==> src/rtl/tensor_pkg.sv <==
// Shared definitions for the tensor partial-product generator and the adder stage
// that consumes its output.
package tensor_pkg;

  localparam int DATA_W  = 8;
  localparam int ELE_W   = 16;
  localparam int SHIFT_W = 4;

  localparam logic signed [ELE_W-1:0] ELE_MAX = {1'b0, {(ELE_W-1){1'b1}}};
  localparam logic signed [ELE_W-1:0] ELE_MIN = {1'b1, {(ELE_W-1){1'b0}}};

  typedef enum logic [1:0] {
    IDLE = 2'd0,
    MUL  = 2'd1,
    HOLD = 2'd2
  } state_t;

endpackage

==> src/rtl/tensor_partial_product_gen_if.sv <==
// Window-in / product-set-out handshake bundle. The master drives the window and
// out_ready; the slave (the generator) drives the products and both status flags.
interface tensor_partial_product_gen_if #(
  parameter int DATA_W  = tensor_pkg::DATA_W,
  parameter int ELE_W   = tensor_pkg::ELE_W,
  parameter int SHIFT_W = tensor_pkg::SHIFT_W
);
  logic                     in_valid;
  logic                     in_ready;
  logic signed [DATA_W-1:0] act_0, act_1, act_2, act_3;
  logic signed [DATA_W-1:0] wgt_0, wgt_1, wgt_2, wgt_3;
  logic [SHIFT_W-1:0]       shift;
  logic                     out_valid;
  logic                     out_ready;
  logic signed [ELE_W-1:0]  ele_0, ele_1, ele_2, ele_3;
  logic [SHIFT_W-1:0]       ele_k;

  modport master (
    output in_valid, act_0, act_1, act_2, act_3, wgt_0, wgt_1, wgt_2, wgt_3,
           shift, out_ready,
    input  in_ready, out_valid, ele_0, ele_1, ele_2, ele_3, ele_k
  );

  modport slave (
    input  in_valid, act_0, act_1, act_2, act_3, wgt_0, wgt_1, wgt_2, wgt_3,
           shift, out_ready,
    output in_ready, out_valid, ele_0, ele_1, ele_2, ele_3, ele_k
  );
endinterface

==> src/rtl/tensor_sat_mult.sv <==
// Combinational signed DATA_W x DATA_W multiply, saturated (or sign-extended)
// to ELE_W bits.
module tensor_sat_mult #(
  parameter int DATA_W = tensor_pkg::DATA_W,
  parameter int ELE_W  = tensor_pkg::ELE_W
) (
  input  logic signed [DATA_W-1:0] a,
  input  logic signed [DATA_W-1:0] b,
  output logic signed [ELE_W-1:0]  p
);
  localparam int PROD_W = 2 * DATA_W;

  logic signed [PROD_W-1:0] full;

  assign full = PROD_W'(a) * PROD_W'(b);

  generate
    if (PROD_W > ELE_W) begin : g_clamp
      localparam logic signed [PROD_W-1:0] MAX_P =
        {{(PROD_W-ELE_W+1){1'b0}}, {(ELE_W-1){1'b1}}};
      localparam logic signed [PROD_W-1:0] MIN_P =
        {{(PROD_W-ELE_W+1){1'b1}}, {(ELE_W-1){1'b0}}};

      always_comb begin
        if (full > MAX_P)      p = MAX_P[ELE_W-1:0];
        else if (full < MIN_P) p = MIN_P[ELE_W-1:0];
        else                   p = full[ELE_W-1:0];
      end
    end else begin : g_extend
      // Signed size cast sign-extends the full product into the wider element.
      assign p = ELE_W'(full);
    end
  endgenerate
endmodule

==> src/rtl/tensor_partial_product_gen.sv <==
// Latches one 2x2 activation/weight window and forms the four element products
// with a single shared saturating multiplier, one product per cycle.
module tensor_partial_product_gen #(
  parameter int DATA_W  = tensor_pkg::DATA_W,
  parameter int ELE_W   = tensor_pkg::ELE_W,
  parameter int SHIFT_W = tensor_pkg::SHIFT_W
) (
  input logic                          clk,
  input logic                          rst,
  tensor_partial_product_gen_if.slave  bus
);
  import tensor_pkg::*;

  state_t                   state, state_nxt;
  logic [1:0]               idx;
  logic signed [DATA_W-1:0] act_q [4];
  logic signed [DATA_W-1:0] wgt_q [4];
  logic signed [ELE_W-1:0]  ele_q [4];
  logic [SHIFT_W-1:0]       k_q;
  logic signed [ELE_W-1:0]  prod;
  logic                     accept;
  logic                     xfer;

  assign accept = bus.in_valid && (state == IDLE);
  assign xfer   = bus.out_ready && (state == HOLD);

  // NOTE: every variable driven here gets a default first, so no path leaves it
  // unassigned and no latch is inferred.
  always_comb begin
    state_nxt     = state;
    bus.in_ready  = 1'b0;
    bus.out_valid = 1'b0;
    unique case (state)
      IDLE: begin
        bus.in_ready = 1'b1;
        if (accept) state_nxt = MUL;
      end
      MUL: begin
        if (idx == 2'd3) state_nxt = HOLD;
      end
      HOLD: begin
        bus.out_valid = 1'b1;
        if (xfer) state_nxt = IDLE;
      end
      default: state_nxt = IDLE;
    endcase
  end

  // NOTE: sequential state uses non-blocking assignments so every register
  // samples pre-edge values regardless of process ordering.
  always_ff @(posedge clk or negedge rst) begin
    if (!rst) state <= IDLE;
    else      state <= state_nxt;
  end

  tensor_sat_mult #(
    .DATA_W (DATA_W),
    .ELE_W  (ELE_W)
  ) u_mult (
    .a (act_q[idx]),
    .b (wgt_q[idx]),
    .p (prod)
  );

  // NOTE: the small operand/result arrays are plain flops and are all reset, so
  // a reset mid-operation leaves zeroed outputs with no stale partial set.
  always_ff @(posedge clk or negedge rst) begin
    if (!rst) begin
      idx <= 2'd0;
      k_q <= '0;
      for (int i = 0; i < 4; i++) begin
        act_q[i] <= '0;
        wgt_q[i] <= '0;
        ele_q[i] <= '0;
      end
    end else if (accept) begin
      idx      <= 2'd0;
      k_q      <= bus.shift;
      act_q[0] <= bus.act_0;
      act_q[1] <= bus.act_1;
      act_q[2] <= bus.act_2;
      act_q[3] <= bus.act_3;
      wgt_q[0] <= bus.wgt_0;
      wgt_q[1] <= bus.wgt_1;
      wgt_q[2] <= bus.wgt_2;
      wgt_q[3] <= bus.wgt_3;
    end else if (state == MUL) begin
      ele_q[idx] <= prod;
      idx        <= idx + 2'd1;  // wraps back to 0 as the set completes
    end
  end

  assign bus.ele_0 = ele_q[0];
  assign bus.ele_1 = ele_q[1];
  assign bus.ele_2 = ele_q[2];
  assign bus.ele_3 = ele_q[3];
  assign bus.ele_k = k_q;
endmodule

==> src/flat_wrapper.sv <==
// flat-port wrapper written by rule: the top's interface ports become plain ports
module tensor_partial_product_gen_flat import tensor_pkg::*;
#(
  parameter int DATA_W  = tensor_pkg::DATA_W,
  parameter int ELE_W   = tensor_pkg::ELE_W,
  parameter int SHIFT_W = tensor_pkg::SHIFT_W
)
  (clk, rst, bus_in_valid, bus_act_0, bus_act_1, bus_act_2, bus_act_3, bus_wgt_0, bus_wgt_1, bus_wgt_2, bus_wgt_3, bus_shift, bus_out_ready, bus_in_ready, bus_out_valid, bus_ele_0, bus_ele_1, bus_ele_2, bus_ele_3, bus_ele_k);
  tensor_partial_product_gen_if #(.DATA_W(DATA_W), .ELE_W(ELE_W), .SHIFT_W(SHIFT_W)) bus_i ();
  input logic clk;
  input logic rst;
  input wire logic [$bits(bus_i.in_valid)-1:0] bus_in_valid;
  input wire logic [$bits(bus_i.act_0)-1:0] bus_act_0;
  input wire logic [$bits(bus_i.act_1)-1:0] bus_act_1;
  input wire logic [$bits(bus_i.act_2)-1:0] bus_act_2;
  input wire logic [$bits(bus_i.act_3)-1:0] bus_act_3;
  input wire logic [$bits(bus_i.wgt_0)-1:0] bus_wgt_0;
  input wire logic [$bits(bus_i.wgt_1)-1:0] bus_wgt_1;
  input wire logic [$bits(bus_i.wgt_2)-1:0] bus_wgt_2;
  input wire logic [$bits(bus_i.wgt_3)-1:0] bus_wgt_3;
  input wire logic [$bits(bus_i.shift)-1:0] bus_shift;
  input wire logic [$bits(bus_i.out_ready)-1:0] bus_out_ready;
  output wire logic [$bits(bus_i.in_ready)-1:0] bus_in_ready;
  output wire logic [$bits(bus_i.out_valid)-1:0] bus_out_valid;
  output wire logic [$bits(bus_i.ele_0)-1:0] bus_ele_0;
  output wire logic [$bits(bus_i.ele_1)-1:0] bus_ele_1;
  output wire logic [$bits(bus_i.ele_2)-1:0] bus_ele_2;
  output wire logic [$bits(bus_i.ele_3)-1:0] bus_ele_3;
  output wire logic [$bits(bus_i.ele_k)-1:0] bus_ele_k;
  assign bus_i.in_valid = bus_in_valid;
  assign bus_i.act_0 = bus_act_0;
  assign bus_i.act_1 = bus_act_1;
  assign bus_i.act_2 = bus_act_2;
  assign bus_i.act_3 = bus_act_3;
  assign bus_i.wgt_0 = bus_wgt_0;
  assign bus_i.wgt_1 = bus_wgt_1;
  assign bus_i.wgt_2 = bus_wgt_2;
  assign bus_i.wgt_3 = bus_wgt_3;
  assign bus_i.shift = bus_shift;
  assign bus_i.out_ready = bus_out_ready;
  assign bus_in_ready = bus_i.in_ready;
  assign bus_out_valid = bus_i.out_valid;
  assign bus_ele_0 = bus_i.ele_0;
  assign bus_ele_1 = bus_i.ele_1;
  assign bus_ele_2 = bus_i.ele_2;
  assign bus_ele_3 = bus_i.ele_3;
  assign bus_ele_k = bus_i.ele_k;
  tensor_partial_product_gen #(.DATA_W(DATA_W), .ELE_W(ELE_W), .SHIFT_W(SHIFT_W)) u_core (.clk(clk), .rst(rst), .bus(bus_i));
endmodule
==> config.mk <==
export PLATFORM = sky130hd
export DESIGN_NAME = tensor_partial_product_gen_flat
export DESIGN_NICKNAME = d
export VERILOG_FILES = /design/src/rtl/tensor_pkg.sv /design/src/rtl/tensor_partial_product_gen_if.sv /design/src/rtl/tensor_sat_mult.sv /design/src/rtl/tensor_partial_product_gen.sv /design/src/flat_wrapper.sv
export SDC_FILE = /design/constraint.sdc
export NUM_CORES = 1
export LEC_CHECK = 0
export BUFFER_PORTS_ARGS = -buffer_cell sky130_fd_sc_hd__buf_2
export CAP_MARGIN = 5
export CORE_MARGIN = 2
export CORE_UTILIZATION = 45
export DETAILED_ROUTE_END_ITERATION = 8
export GPL_TIMING_DRIVEN = 0
export HOLD_SLACK_MARGIN = 0.1
export PLACE_DENSITY = 0.63
export SLEW_MARGIN = 20
export SYNTH_ARGS = -nofsm -noshare
export SYNTH_HDL_FRONTEND = slang
export SYNTH_SLANG_ARGS = --single-unit
export TNS_END_PERCENT = 30
==> constraint.sdc <==
create_clock -name clk -period 12.58 [get_ports clk]
set_input_delay 0.629 -clock clk [delete_from_list [all_inputs] [get_ports clk]]
set_output_delay 0.629 -clock clk [all_outputs]
set_load 0.02 [all_outputs]
==> flow_metrics.py <==
metrics = {
    "clocking": {
        "ctsLongestPathBuffers": 2,
        "clock_tree_from_tritoncts": "yes",
        "post_cts.resized_instances": 0,
        "cts_htree_levels": 4,
        "post-cts-setup-buffers": 0,
        "cts_buffers": 17,
        "worst_skew_pair.late_latency_ns": 0.43,
        "clock_sink_count": 136,
        "cts_root_buffer": "clkbuf_16",
        "cts.reportedPaths.clkPinSlew_ns": 0.06,
        "post_cts_hold_buffer_count": 0,
    },
    "synthesis": {
        "synth_edf_count": 0,
        "ys_seq_area_frac": 0.421,
        "netlist_instances": 724,
        "synthesis.nets": 884,
        "synthesis.yosys.warnings": 0,
        "top_reg_cell_synth": "dfrtp_1",
        "synth-seq-cells": 136,
        "post_synth_instance_area_um2": 8080,
        "netlist.top_cell.by_area": "dfrtp_1",
        "synth_largest_type_area_fraction": 0.421,
        "synth_async_sr_flop_share": 1.00,
        "synth_area_leaders": "dfrtp_1 42%, fa_1 14%, mux2_2 9.3%, nand2_1 5.2%, ha_1 5.1%",
        "yosys.cell_types.count": 43,
        "syn_area_per_cell_um2": 11.2,
    },
    "floorplanning": {
        "row_count": 48,
        "initial_utilization": 0.464,
        "die_area_um2": 19000,
        "die_height_um": 138,
        "core_region_area_um2": 17400,
        "ioPinCount": 142,
        "chipWidth_um": 138,
    },
    "timing": {
        "finalMaxSlewViolations": 0,
        "rsz0062_at_grt": "no",
        "headroom_to_the_max_slew_limit": 0.649,
        "setup_viol_count_final": 0,
        "report.final.hold_viol_count": 0,
        "period_share": 0.472,
        "final_period_minus_worst_setup_slack_ns": 5.94,
        "hold_slack_ns": 0.0980,
        "worst_pin_slew_ns": 0.526,
        "fmax_mhz": 168,
        "worst_clock_skew_ns": 0.0201,
        "setup_total_negative_slack_ns": 0,
    },
    "routing": {
        "drt-initial-drc-count": 218,
        "detail_route.drc_violations": 0,
        "wl_mm": 18.0,
        "route.detailed.vias_per_inst": 5.01,
        "number_of_antenna_violating_nets_in_the_routed_design": 0,
        "vias": 5618,
        "detailed_route_wire_length_per_cell_um": 16.0,
        "tritonroute_pass_1_iters": 4,
    },
    "global_routing": {
        "grt-ovfl-total": 0,
        "grt_pass1_wl_mm": 30.1,
        "grt_pass1_vias": 5865,
        "pin_count_of_the_biggest_net_entering_global_routing": 86,
        "track_usage": 0.206,
        "grt_antenna_before_repair": 1,
    },
    "setup_path": {
        "critical_path_buf_inv_count": 6,
        "timing.critical_path.to_type": "flop",
        "family_with_the_most_delay_on_the_worst_path": "adder cells",
        "cp.arrival_ns": 6.22,
        "setup.worst_path.start_class": "flop",
        "critPathRequiredTime_ns": 12.87,
        "highest_net_fanout_along_the_worst_path": 10,
        "worstPathCellList": "buf_4, buf_4, mux4_2, and2_1, fa_1, inv_1, fa_1, inv_1, fa_1, inv_1, fa_1, inv_1, ha_1, a2111oi_1, o2bb2ai_1, xor2_1, o21ai_0",
        "critical-path-slowest-cell": "mux4_2",
        "cpPeakStageDelay_ns": 0.65,
        "worstSetupPathType": "reg -> reg",
        "setup.reg_to_reg.worst_slack_ns": 6.64,
    },
    "placement": {
        "globalplace.congestion": 0.780,
        "place_hpwl_mm": 13.8,
        "port_buffers": 141,
    },
    "cells_and_area": {
        "nNetsFinal": 1045,
        "layout-drive-gt1-share": 0.309,
        "antenna_cells": 0,
        "area_occupied_by_multi_input_gates_um2": 4200,
        "n_fill_cell": 1563,
        "regArea_um2": 3400,
        "synthToLayoutAreaGrowth_pct": 19.6,
    },
    "job": {
        "maxCapViolations": 0,
    },
    "worst_hold_path": {
        "holdCritPathClass": "in -> async",
    },
    "outcome": {
        "outcome": "finished clean",
    },
}
flip-flops by register name, indices dropped and copies added, names as in the netlist:
signal / cells
u_core.bus.ele_k: 4
u_core.bus.ele_2: 16
u_core.bus.ele_3: 16
u_core.bus.ele_1: 16
u_core.wgt_q: 32
u_core.bus.ele_0: 16
u_core.state: 2
u_core.idx: 2
u_core.act_q: 32
path summary, 6_finish.rpt:
kind / cells after the start / from / endpoint
setup / recovery: 17 / u_core.idx[0]$_DFFE_PN0P_ / u_core.bus.ele_3[12]$_DFFE_PN0P_
hold / removal: 1 / rst / u_core.bus.ele_2[9]$_DFFE_PN0P_
min in group clk: 2 / bus_out_ready / u_core.state[1]$_DFFE_PN0P_
hold reg to reg: 2 / u_core.bus.ele_2[11]$_DFFE_PN0P_ / u_core.bus.ele_2[11]$_DFFE_PN0P_
setup reg to reg: 17 / u_core.idx[0]$_DFFE_PN0P_ / u_core.bus.ele_3[12]$_DFFE_PN0P_
max in group asynchronous: 2 / rst / u_core.wgt_q[30]$_DFFE_PN0P_
layer usage:
layer / vias to the layer above / global-route usage / wire length, um
met5: - / 0 / 0
met4: 0 / 0.0567 / 197
met3: 18 / 0.0515 / 1090
met2: 146 / 0.333 / 8360
met1: 2781 / 0.278 / 8340
li1: 2673 / - / -
area by class of cell:
type	instances	share of cell area
repair buffers	142	0.0769
clock buffers	20	0.0462
clock inverters	11	0.0117
flip-flops and latches	136	0.352
plain buffers	25	0.0137
well taps	225	0.0291
multi-input cells	472	0.435
inverters	91	0.0354
metrics by stage:
stage / instance area, um^2 / utilization / std cells / worst slack, ns
after floorplan: 8080 / - / 724 / 7.35
after global placement: 9060 / 0.520 / 1090 / 6.70
after detailed placement: 9100 / 0.523 / 1091 / 6.58
after CTS: 9660 / 0.555 / 1122 / 6.58
after global routing: 9660 / 0.555 / 1122 / 6.29
final: 9660 / 0.555 / 1122 / 6.64
synth_stat cells, drive strengths merged, types with 9 or more instances:
library cell / number
dfrtp: 136
nand2: 111
inv: 91
mux2: 69
fa: 55
and2: 47
o21ai: 45
ha: 33
nor2: 29
buf: 16
mux4: 15
a21oi: 13
clkbuf: 9
cell usage in the layout (no fill, tap or decap), drive strengths merged, types with 8 or more instances in the layout:
master,synthesis,layout
o21ai,45,45
clkbuf,9,29
dfrtp,136,136
mux2,69,69
mux4,15,15
ha,33,33
xnor2,8,8
fa,55,55
a21oi,13,13
nand2,111,111
inv,91,97
buf,16,158
nor2,29,29
and2,47,47
cells by family after synthesis:
logic type / count (synthesis) / synth area share
AND/OR/NAND/NOR: 202 / 0.113
flip-flops: 136 / 0.421
buffers and inverters: 116 / 0.0587
adder cells (fa/ha/maj): 88 / 0.187
multiplexers: 87 / 0.142
AO/OA/AOI/OAI: 81 / 0.0627
XOR/XNOR: 14 / 0.0152
Power is left out: the tool's default activity adds up to more than one toggle a clock period on the data nets, which glitch-free logic cannot reach.
